File: src/rtl/serial_cmd_scheduler.sv
// Command FIFO plus packet sequencer that feeds a serial transmitter: it holds payload,
// per-bit speed and idle mode stable for each packet and steps the speed select bit by bit.
module serial_cmd_scheduler #(
   parameter int DATA_BIT   = 8,
   parameter int FIFO_DEPTH = 4,
   parameter int GAP_CYCLES = 2
) (
   input  logic                          clk,
   input  logic                          rst_n,
   input  logic                          i_wr_en,
   input  logic [DATA_BIT-1:0]           i_wr_data,
   input  logic [DATA_BIT-1:0]           i_wr_speed_mask,
   input  logic [1:0]                    i_wr_idle_mode,
   input  logic                          i_abort,
   input  logic                          i_bit_tick,
   input  logic                          i_done_tick,
   output logic                          o_start,
   output logic                          o_stop,
   output logic                          o_sel_freq,
   output logic [DATA_BIT-1:0]           o_data,
   output logic [1:0]                    o_idle_mode,
   output logic                          o_full,
   output logic                          o_empty,
   output logic [$clog2(FIFO_DEPTH):0]   o_count,
   output logic                          o_busy,
   output logic                          o_pkt_done_tick,
   output logic                          o_wr_err
);

   localparam int AW = $clog2(FIFO_DEPTH);
   localparam int CW = AW + 1;
   localparam int IW = (DATA_BIT > 1) ? $clog2(DATA_BIT) : 1;
   localparam int GW = $clog2(GAP_CYCLES + 1);
   localparam int EW = 2 * DATA_BIT + 2;
   localparam logic [IW-1:0] IDX_LAST = IW'(DATA_BIT - 1);
   localparam logic [GW-1:0] GAP_LAST = GW'(GAP_CYCLES - 1);
   localparam logic [1:0]    MODE_REPEAT = 2'b11;

   typedef enum logic [1:0] {
      ST_IDLE,
      ST_LOAD,
      ST_SEND,
      ST_GAP
   } state_t;

   state_t                state_q, state_d;
   logic [EW-1:0]         mem_q [FIFO_DEPTH];
   logic [EW-1:0]         mem_d [FIFO_DEPTH];
   logic [AW-1:0]         wr_ptr_q, wr_ptr_d;
   logic [AW-1:0]         rd_ptr_q, rd_ptr_d;
   logic [CW-1:0]         count_q, count_d;
   logic                  full_q, full_d;
   logic                  empty_q, empty_d;
   logic [DATA_BIT-1:0]   data_q, data_d;
   logic [DATA_BIT-1:0]   mask_q, mask_d;
   logic [1:0]            mode_q, mode_d;
   logic [IW-1:0]         idx_q, idx_d;
   logic                  sel_q, sel_d;
   logic [GW-1:0]         gap_cnt_q, gap_cnt_d;
   logic                  start_q, start_d;
   logic                  stop_q, stop_d;
   logic                  pkt_done_q, pkt_done_d;
   logic                  wr_err_q, wr_err_d;

   logic [EW-1:0]         head;
   logic [DATA_BIT-1:0]   head_mask;
   logic [IW-1:0]         idx_nxt;
   logic                  push;
   logic                  pop;

   assign head      = mem_q[rd_ptr_q];
   assign head_mask = head[DATA_BIT+1:2];
   assign idx_nxt   = idx_q + 1'b1;
   // Fullness is judged on the registered flag, so a pop in the same clock never frees room.
   assign push      = i_wr_en && !full_q && !i_abort;
   assign pop       = (state_q == ST_LOAD) && !i_abort;

   always_comb begin
      state_d    = state_q;
      mem_d      = mem_q;
      wr_ptr_d   = wr_ptr_q;
      rd_ptr_d   = rd_ptr_q;
      data_d     = data_q;
      mask_d     = mask_q;
      mode_d     = mode_q;
      idx_d      = idx_q;
      sel_d      = sel_q;
      gap_cnt_d  = gap_cnt_q;
      start_d    = 1'b0;
      stop_d     = 1'b0;
      pkt_done_d = 1'b0;
      wr_err_d   = i_wr_en && full_q && !i_abort;

      if (push) begin
         mem_d[wr_ptr_q] = {i_wr_data, i_wr_speed_mask, i_wr_idle_mode};
         wr_ptr_d        = wr_ptr_q + 1'b1;
      end
      if (pop) begin
         rd_ptr_d = rd_ptr_q + 1'b1;
      end
      count_d = count_q + CW'(push) - CW'(pop);

      case (state_q)
         ST_IDLE: begin
            if (!empty_q) begin
               state_d = ST_LOAD;
            end
         end
         ST_LOAD: begin
            data_d  = head[EW-1:DATA_BIT+2];
            mask_d  = head_mask;
            mode_d  = head[1:0];
            idx_d   = '0;
            sel_d   = head_mask[0];
            start_d = 1'b1;
            state_d = ST_SEND;
         end
         ST_SEND: begin
            if (i_done_tick) begin
               pkt_done_d = 1'b1;
               if (mode_q != MODE_REPEAT) begin
                  state_d   = ST_GAP;
                  gap_cnt_d = '0;
               end else if (!empty_q) begin
                  stop_d    = 1'b1;
                  state_d   = ST_GAP;
                  gap_cnt_d = '0;
               end else begin
                  idx_d = '0;
                  sel_d = mask_q[0];
               end
            end else if (i_bit_tick && (idx_q < IDX_LAST)) begin
               idx_d = idx_nxt;
               sel_d = mask_q[idx_nxt];
            end
         end
         ST_GAP: begin
            if (gap_cnt_q == GAP_LAST) begin
               state_d = ST_IDLE;
            end else begin
               gap_cnt_d = gap_cnt_q + 1'b1;
            end
         end
         default: state_d = ST_IDLE;
      endcase

      // Abort overrides everything above: queue flushed, any pending write dropped silently.
      if (i_abort) begin
         state_d    = ST_IDLE;
         wr_ptr_d   = '0;
         rd_ptr_d   = '0;
         count_d    = '0;
         gap_cnt_d  = '0;
         start_d    = 1'b0;
         pkt_done_d = 1'b0;
         stop_d     = (state_q == ST_SEND);
      end

      full_d  = (count_d == CW'(FIFO_DEPTH));
      empty_d = (count_d == '0);
   end

   always_ff @(posedge clk or negedge rst_n) begin
      if (!rst_n) begin
         state_q    <= ST_IDLE;
         for (int i = 0; i < FIFO_DEPTH; i++) begin
            mem_q[i] <= '0;
         end
         wr_ptr_q   <= '0;
         rd_ptr_q   <= '0;
         count_q    <= '0;
         full_q     <= 1'b0;
         empty_q    <= 1'b1;
         data_q     <= '0;
         mask_q     <= '0;
         mode_q     <= 2'b00;
         idx_q      <= '0;
         sel_q      <= 1'b0;
         gap_cnt_q  <= '0;
         start_q    <= 1'b0;
         stop_q     <= 1'b0;
         pkt_done_q <= 1'b0;
         wr_err_q   <= 1'b0;
      end else begin
         state_q    <= state_d;
         mem_q      <= mem_d;
         wr_ptr_q   <= wr_ptr_d;
         rd_ptr_q   <= rd_ptr_d;
         count_q    <= count_d;
         full_q     <= full_d;
         empty_q    <= empty_d;
         data_q     <= data_d;
         mask_q     <= mask_d;
         mode_q     <= mode_d;
         idx_q      <= idx_d;
         sel_q      <= sel_d;
         gap_cnt_q  <= gap_cnt_d;
         start_q    <= start_d;
         stop_q     <= stop_d;
         pkt_done_q <= pkt_done_d;
         wr_err_q   <= wr_err_d;
      end
   end

   assign o_start         = start_q;
   assign o_stop          = stop_q;
   assign o_sel_freq      = sel_q;
   assign o_data          = data_q;
   assign o_idle_mode     = mode_q;
   assign o_full          = full_q;
   assign o_empty         = empty_q;
   assign o_count         = count_q;
   assign o_busy          = (state_q != ST_IDLE);
   assign o_pkt_done_tick = pkt_done_q;
   assign o_wr_err        = wr_err_q;

endmodule

File: config.mk
export PLATFORM = sky130hd
export DESIGN_NAME = serial_cmd_scheduler
export DESIGN_NICKNAME = d
export VERILOG_FILES = /design/src/rtl/serial_cmd_scheduler.sv
export SDC_FILE = /design/constraint.sdc
export NUM_CORES = 1
export LEC_CHECK = 0
export ABC_AREA = 0
export CAP_MARGIN = 40
export CORE_MARGIN = 1.5
export CORE_UTILIZATION = 45
export CTS_CLUSTER_SIZE = 25
export DETAILED_ROUTE_END_ITERATION = 6
export PLACE_DENSITY_LB_ADDON = 0.25
export SLEW_MARGIN = 0
export SYNTH_ARGS = -nofsm -noshare
export SYNTH_HDL_FRONTEND = slang
export SYNTH_SLANG_ARGS = --single-unit
File: constraint.sdc
create_clock -name clk -period 3.2 [get_ports clk]
set_input_delay 0.96 -clock clk [delete_from_list [all_inputs] [get_ports clk]]
set_output_delay 0.96 -clock clk [all_outputs]
set_load 0.05 [all_outputs]
Yosys cells after proc, flatten, opt, wreduce, memory -nomap -nowiden
Cells that the tools add are included.
{"block": "op_classes", "addsub": 6, "n_lt_le_gt_ge": 5, "n_eq_ne": 14, "n_mux": 46, "bitwise": 2, "reduce_logical": 19}
{"operator": "$bwmux W72", "n": 1}
{"operator": "$mux W18", "n": 3}
{"operator": "$bmux W18 S2", "n": 1}
{"operator": "$demux W18 S2", "n": 1}
{"operator": "$mux W2", "n": 15}
{"operator": "$ne A3 B3 Y1 const B", "n": 7}
{"operator": "$mux W1", "n": 15}
{"operator": "$mux W3", "n": 5}
{"operator": "$reduce_and A4 Y1", "n": 3}
{"operator": "$pmux W2 S4", "n": 1}
{"operator": "$reduce_bool A2 Y1", "n": 4}
{"operator": "$logic_and A1 B1 Y1", "n": 7}
{"operator": "$add A2 B1 Y2 const B", "n": 3}
{"operator": "$ge A3 B3 Y1 const B", "n": 2}
{"operator": "$not A2 Y3", "n": 2}
{"operator": "$pmux W3 S2", "n": 1}
{"operator": "$eq A2 B1 Y1 const B", "n": 2}
{"operator": "$eq A2 B2 Y1 const B", "n": 2}
{"operator": "$lt A3 B4 Y1 const B", "n": 1}
{"operator": "$ne A4 B4 Y1 const B", "n": 1}
{"operator": "$pmux W2 S2", "n": 1}
{"operator": "$add A3 B1 Y3", "n": 1}
{"operator": "$add A3 B1 Y3 const B", "n": 1}
{"operator": "$bmux W1 S3", "n": 1}
{"operator": "10 further kinds", "n": 11}
{"block": "word_totals", "regBits": 111, "input_bits": 24, "output_inout_bits": 21, "elab_cells": 112}

Logic depth before layout (Yosys ltp)
Gate-level depths: netlist of run 1.
{"block": "depth", "word_depth": 7, "ltp_mapped": 12, "depth_no_buf": 11}

Worst setup path before layout of run 1
Ideal clock, no wire load.
{"block": "synth_path", "path_type": "input-to-reg", "start": "input i_wr_en", "end": "register full_q, in the netlist o_full", "setup_ns": 0.086, "t_arrival_ns": 2.684, "t_required_ns": 3.114, "slack_ns": 0.430, "stages": 12, "path_buffers": 1, "path_cell_list": "nor2b_1 -> buf_2 -> and2_1 -> inv_1 -> ha_1 -> inv_1 -> ha_1 -> inv_1 -> fa_1 -> nor2_1 -> or2_1 -> nor3_1"}
{"block": "synth_between", "elab_chain_cells": 6}
{"element": "start: declaration", "line_no": "10", "rtl": "input logic i_wr_en,"}
{"element": "$logic_and A1 B1 Y1 (2 in series)", "line_no": "75", "rtl": "assign push = i_wr_en && !full_q && !i_abort;"}
{"element": "$add A3 B1 Y3", "line_no": "101", "rtl": "count_d = count_q + CW'(push) - CW'(pop);"}
{"element": "$sub A3 B1 Y3", "line_no": "101"}
{"element": "$mux W3", "line_no": "148", "rtl": "if (i_abort) begin"}
{"element": "via count_d[1]", "line_no": "51", "rtl": "logic [CW-1:0] count_q, count_d;"}
{"element": "$eq A3 B3 Y1", "line_no": "159", "rtl": "full_d = (count_d == CW'(FIFO_DEPTH));"}
{"element": "via full_d", "line_no": "52", "rtl": "logic full_q, full_d;"}
{"element": "end signal: assignment", "line_no": "190", "rtl": "full_q <= full_d;"}
{"element": "end: declaration", "line_no": "52"}
The timed path passes the listed nets, and every way through them passes these cells.
A chain may end at the register's enable or synchronous reset.

Worst setup path after layout of run 1
Same ends and word-level chain as after synthesis.

==> qor.csv, run 1 <==
metric,value,unit
status,"complete, no violations",
clk_pin_slew_worst_paths,0.07,ns
syn_area_per_cell,15.28,um^2
slew_viol_final,0,
fin_ws,0.2948,ns
ant_nets,0,
cpMostUsedCell,inv_1,
max_stage_delay,0.47,ns
maxCapViolCount,0,
ctsRootBufferMaster,clkbuf_16,
num_rows,38,
grt_max_degree,48,
drc,0,
synth_cell_types,40,
cp.arrival,3.16,ns
synth-seq-cells,111,
routabilityCongestion,0.7102,
power.density,939.1,mW/mm^2
skew,0.01215,ns
hpwl,5967,um
startpoint_type,input port,
critPathKind,in -> reg,
ir_drop,508.4,uV
hold_viol_final,0,
first_pass_iters,6,
fin_area,0.005961,mm^2
async_flop_share,100.0,%
synth_area_leaders,"dfrtp_1 54%, mux2_1 16%, mux4_2 7.5%",
io_pins,45,
crit_required,3.46,ns
cts_sinks,111,
h-tree-depth,3,
pre_cts_ws,-0.04101,ns
finalCritPeriodShare,90.79,%
cts_setup_buffers,0,
ys_seq_area_share,54.79,%
grt_usage,17.46,%
fin_crit,2.905,ns
synth_edf_count,0,
grt_pass1_vias,3052,
num_vias,2816,
crit_path_cell_trace,"clkdlybuf4s50_1, nor2b_1, and2_1, inv_1, ha_1, inv_1, ha_1, inv_1, fa_1, nor2_1, or2_1, nor3_1",
synth_fp_nets,369,
p_leak,2.681,nW
fmax,344.2,MHz
end_kind,flop,
drt_iter0_drc,76,
die_area,0.01192,mm^2
relSlewSlack,46.88,%
fp.dieW,109.2,um
post_drt_via_cell_ratio,5.323,
min_path_type,reg -> reg,
hold_ws,0.4815,ns
routed_wl,9049,um
synth_top_area_share,54.27,%
fin_nets,421,
cp_slowest_cell,fa_1,
core,0.01094,mm^2
clk_path_buf_depth,2,
dieHeight,109.2,um
ys.flop_type,dfrtp_1,
wl_per_cell,17.11,um
cts_inserted_buffers,9,
insertion_delay,0.35,ns
antenna_found_initial,0,
rsz0062_at_grt,false,
drive_gt1_share,17.74,%
antennaDiodeCount,0,
synth_most_common_cell,dfrtp_1,
grt_pass1_wl,15590,um
synthesis.area,0.005072,mm^2
synth_top_cell_by_area,dfrtp_1,
critPathMaxFanout,2,
cts.repair.resized,0,
cts_hold_buffers,0,
path_delay_family,adder cells,
tightest_slew,0.7968,ns
ys_warn_count,0,
synth_common_cells,"110 x dfrtp_1, 73 x mux2_1, 17 x mux4_2",
io_buffers,44,
finalSetupViolCount,0,
place_area,0.005647,mm^2
fin_util,54.51,%
postSynthCellCount,332,
syn2layout_area_growth,17.51,%
path_buf_inv,4,
fin_tns_setup,0,ns
overflow,0,
start_util,46.38,%
cts_tree,yes,
-- cells by family (layout without fill, tap and decap cells) --
kind of cell / count (synthesis) / in the layout / share of synthesized area [%]
AO/OA/AOI/OAI: 14 / 14 / 1.653
XOR/XNOR: 7 / 7 / 1.209
AND/OR/NAND/NOR: 43 / 43 / 4.440
buffers and inverters: 30 / 87 / 3.971
multiplexers: 114 / 114 / 30.59
flip-flops: 111 / 111 / 54.79
adder cells (fa/ha/maj): 13 / 13 / 3.355
-- cell usage in the layout, fill, tap and decap left out, drive strengths merged, types with 2 or more instances in the layout --
| cell type | Yosys | final |
|---|---|---|
| a21oi | 5 | 5 |
| nand4 | 4 | 4 |
| mux2 | 92 | 92 |
| inv | 14 | 16 |
| xor2 | 2 | 2 |
| nand2b | 3 | 3 |
| nor3 | 2 | 2 |
| and2 | 2 | 2 |
| mux4 | 20 | 20 |
| nor2 | 15 | 15 |
| xnor2 | 5 | 5 |
| o21ai | 4 | 4 |
| clkbuf | 1 | 10 |
| clkdlybuf4s50 | 0 | 43 |
| buf | 15 | 14 |
| dfrtp | 110 | 110 |
| nand2 | 3 | 3 |
| and3 | 6 | 6 |
| nor2b | 4 | 4 |
| mux2i | 2 | 2 |
| clkinv | 0 | 2 |
| ha | 12 | 12 |
-- state kept, by name (all words and copies together), names as in the netlist, 3 cells and up --
| name | flops |
|---|---|
| mem_q | 72 |
| mask_q | 8 |
| o_data | 8 |
| idx_q | 3 |
| o_count | 3 |
-- worst register-to-register path, delay by kind of cell, from the launching register on --
kind	cells	cell delay, ns
adders and majority gates	4	1.07
and+or+nand+nor	4	0.59
DFF	1	0.41
buffers and inverters	3	0.17
-- per-stage QoR --
stage,total power [W],cells
floorplan,0.003933,332
global placement,0.004423,513
detailed placement,0.004509,513
CTS,0.005676,529
global route,0.005969,529
finish,0.005598,529
-- metal layers --
layer	wire (um)	vias up	global-route usage (%)
li1	-	1297	-
met1	4033	1458	22.22
met2	4544	48	29.64
met3	326	13	3.945
met4	145	0	5.659
met5	0	-	0
-- final timing paths --
| check | slack (ns) | depth (start not counted) | end | from |
|---|---|---|---|---|
| max | 0.29 | 12 | o_full | i_wr_en |
| min | 0.48 | 1 | mem_q[18] | mem_q[18] |
| max reg2reg | 0.88 | 11 | o_full | state_q[1] |
| min reg2reg | 0.48 | 1 | mem_q[18] | mem_q[18] |
| max in group asynchronous | 1.85 | 2 | mem_q[60] | rst_n |
| min in group asynchronous | 0.57 | 1 | o_data[0] | rst_n |
-- power by group --
| part | switching [W] | internal [W] | total [W] |
|---|---|---|---|
| Combinational | 0.00101 | 0.00112 | 0.00213 |
| Sequential | 0.000328 | 0.00199 | 0.00232 |
| Clock | 0.000509 | 0.000639 | 0.00115 |
| Total | 0.00185 | 0.00375 | 0.00560 |
-- layout make-up --
type / instances / area, um^2
clock buffer: 10 / 239.0
clock inverter: 6 / 75.07
multi-input combinational: 191 / 2092
tap: 140 / 175.2
fill: 930 / 4975
timing repair buffer: 57 / 548.0
sequential: 111 / 2779
inverter: 14 / 52.55
Note: power is estimated with default switching activity, not from simulation.
==> run 2: changes to the inputs <==
--- a/config.mk
+++ b/config.mk
@@ -6,6 +6,7 @@
 export NUM_CORES = 1
 export LEC_CHECK = 0
 export ABC_AREA = 0
+export ABC_CLOCK_PERIOD_IN_PS = 3200
 export CAP_MARGIN = 40
 export CORE_MARGIN = 1.5
 export CORE_UTILIZATION = 45
==> results of run 2 <==
Final layout, timing and power as in run 1 (identical DEF).
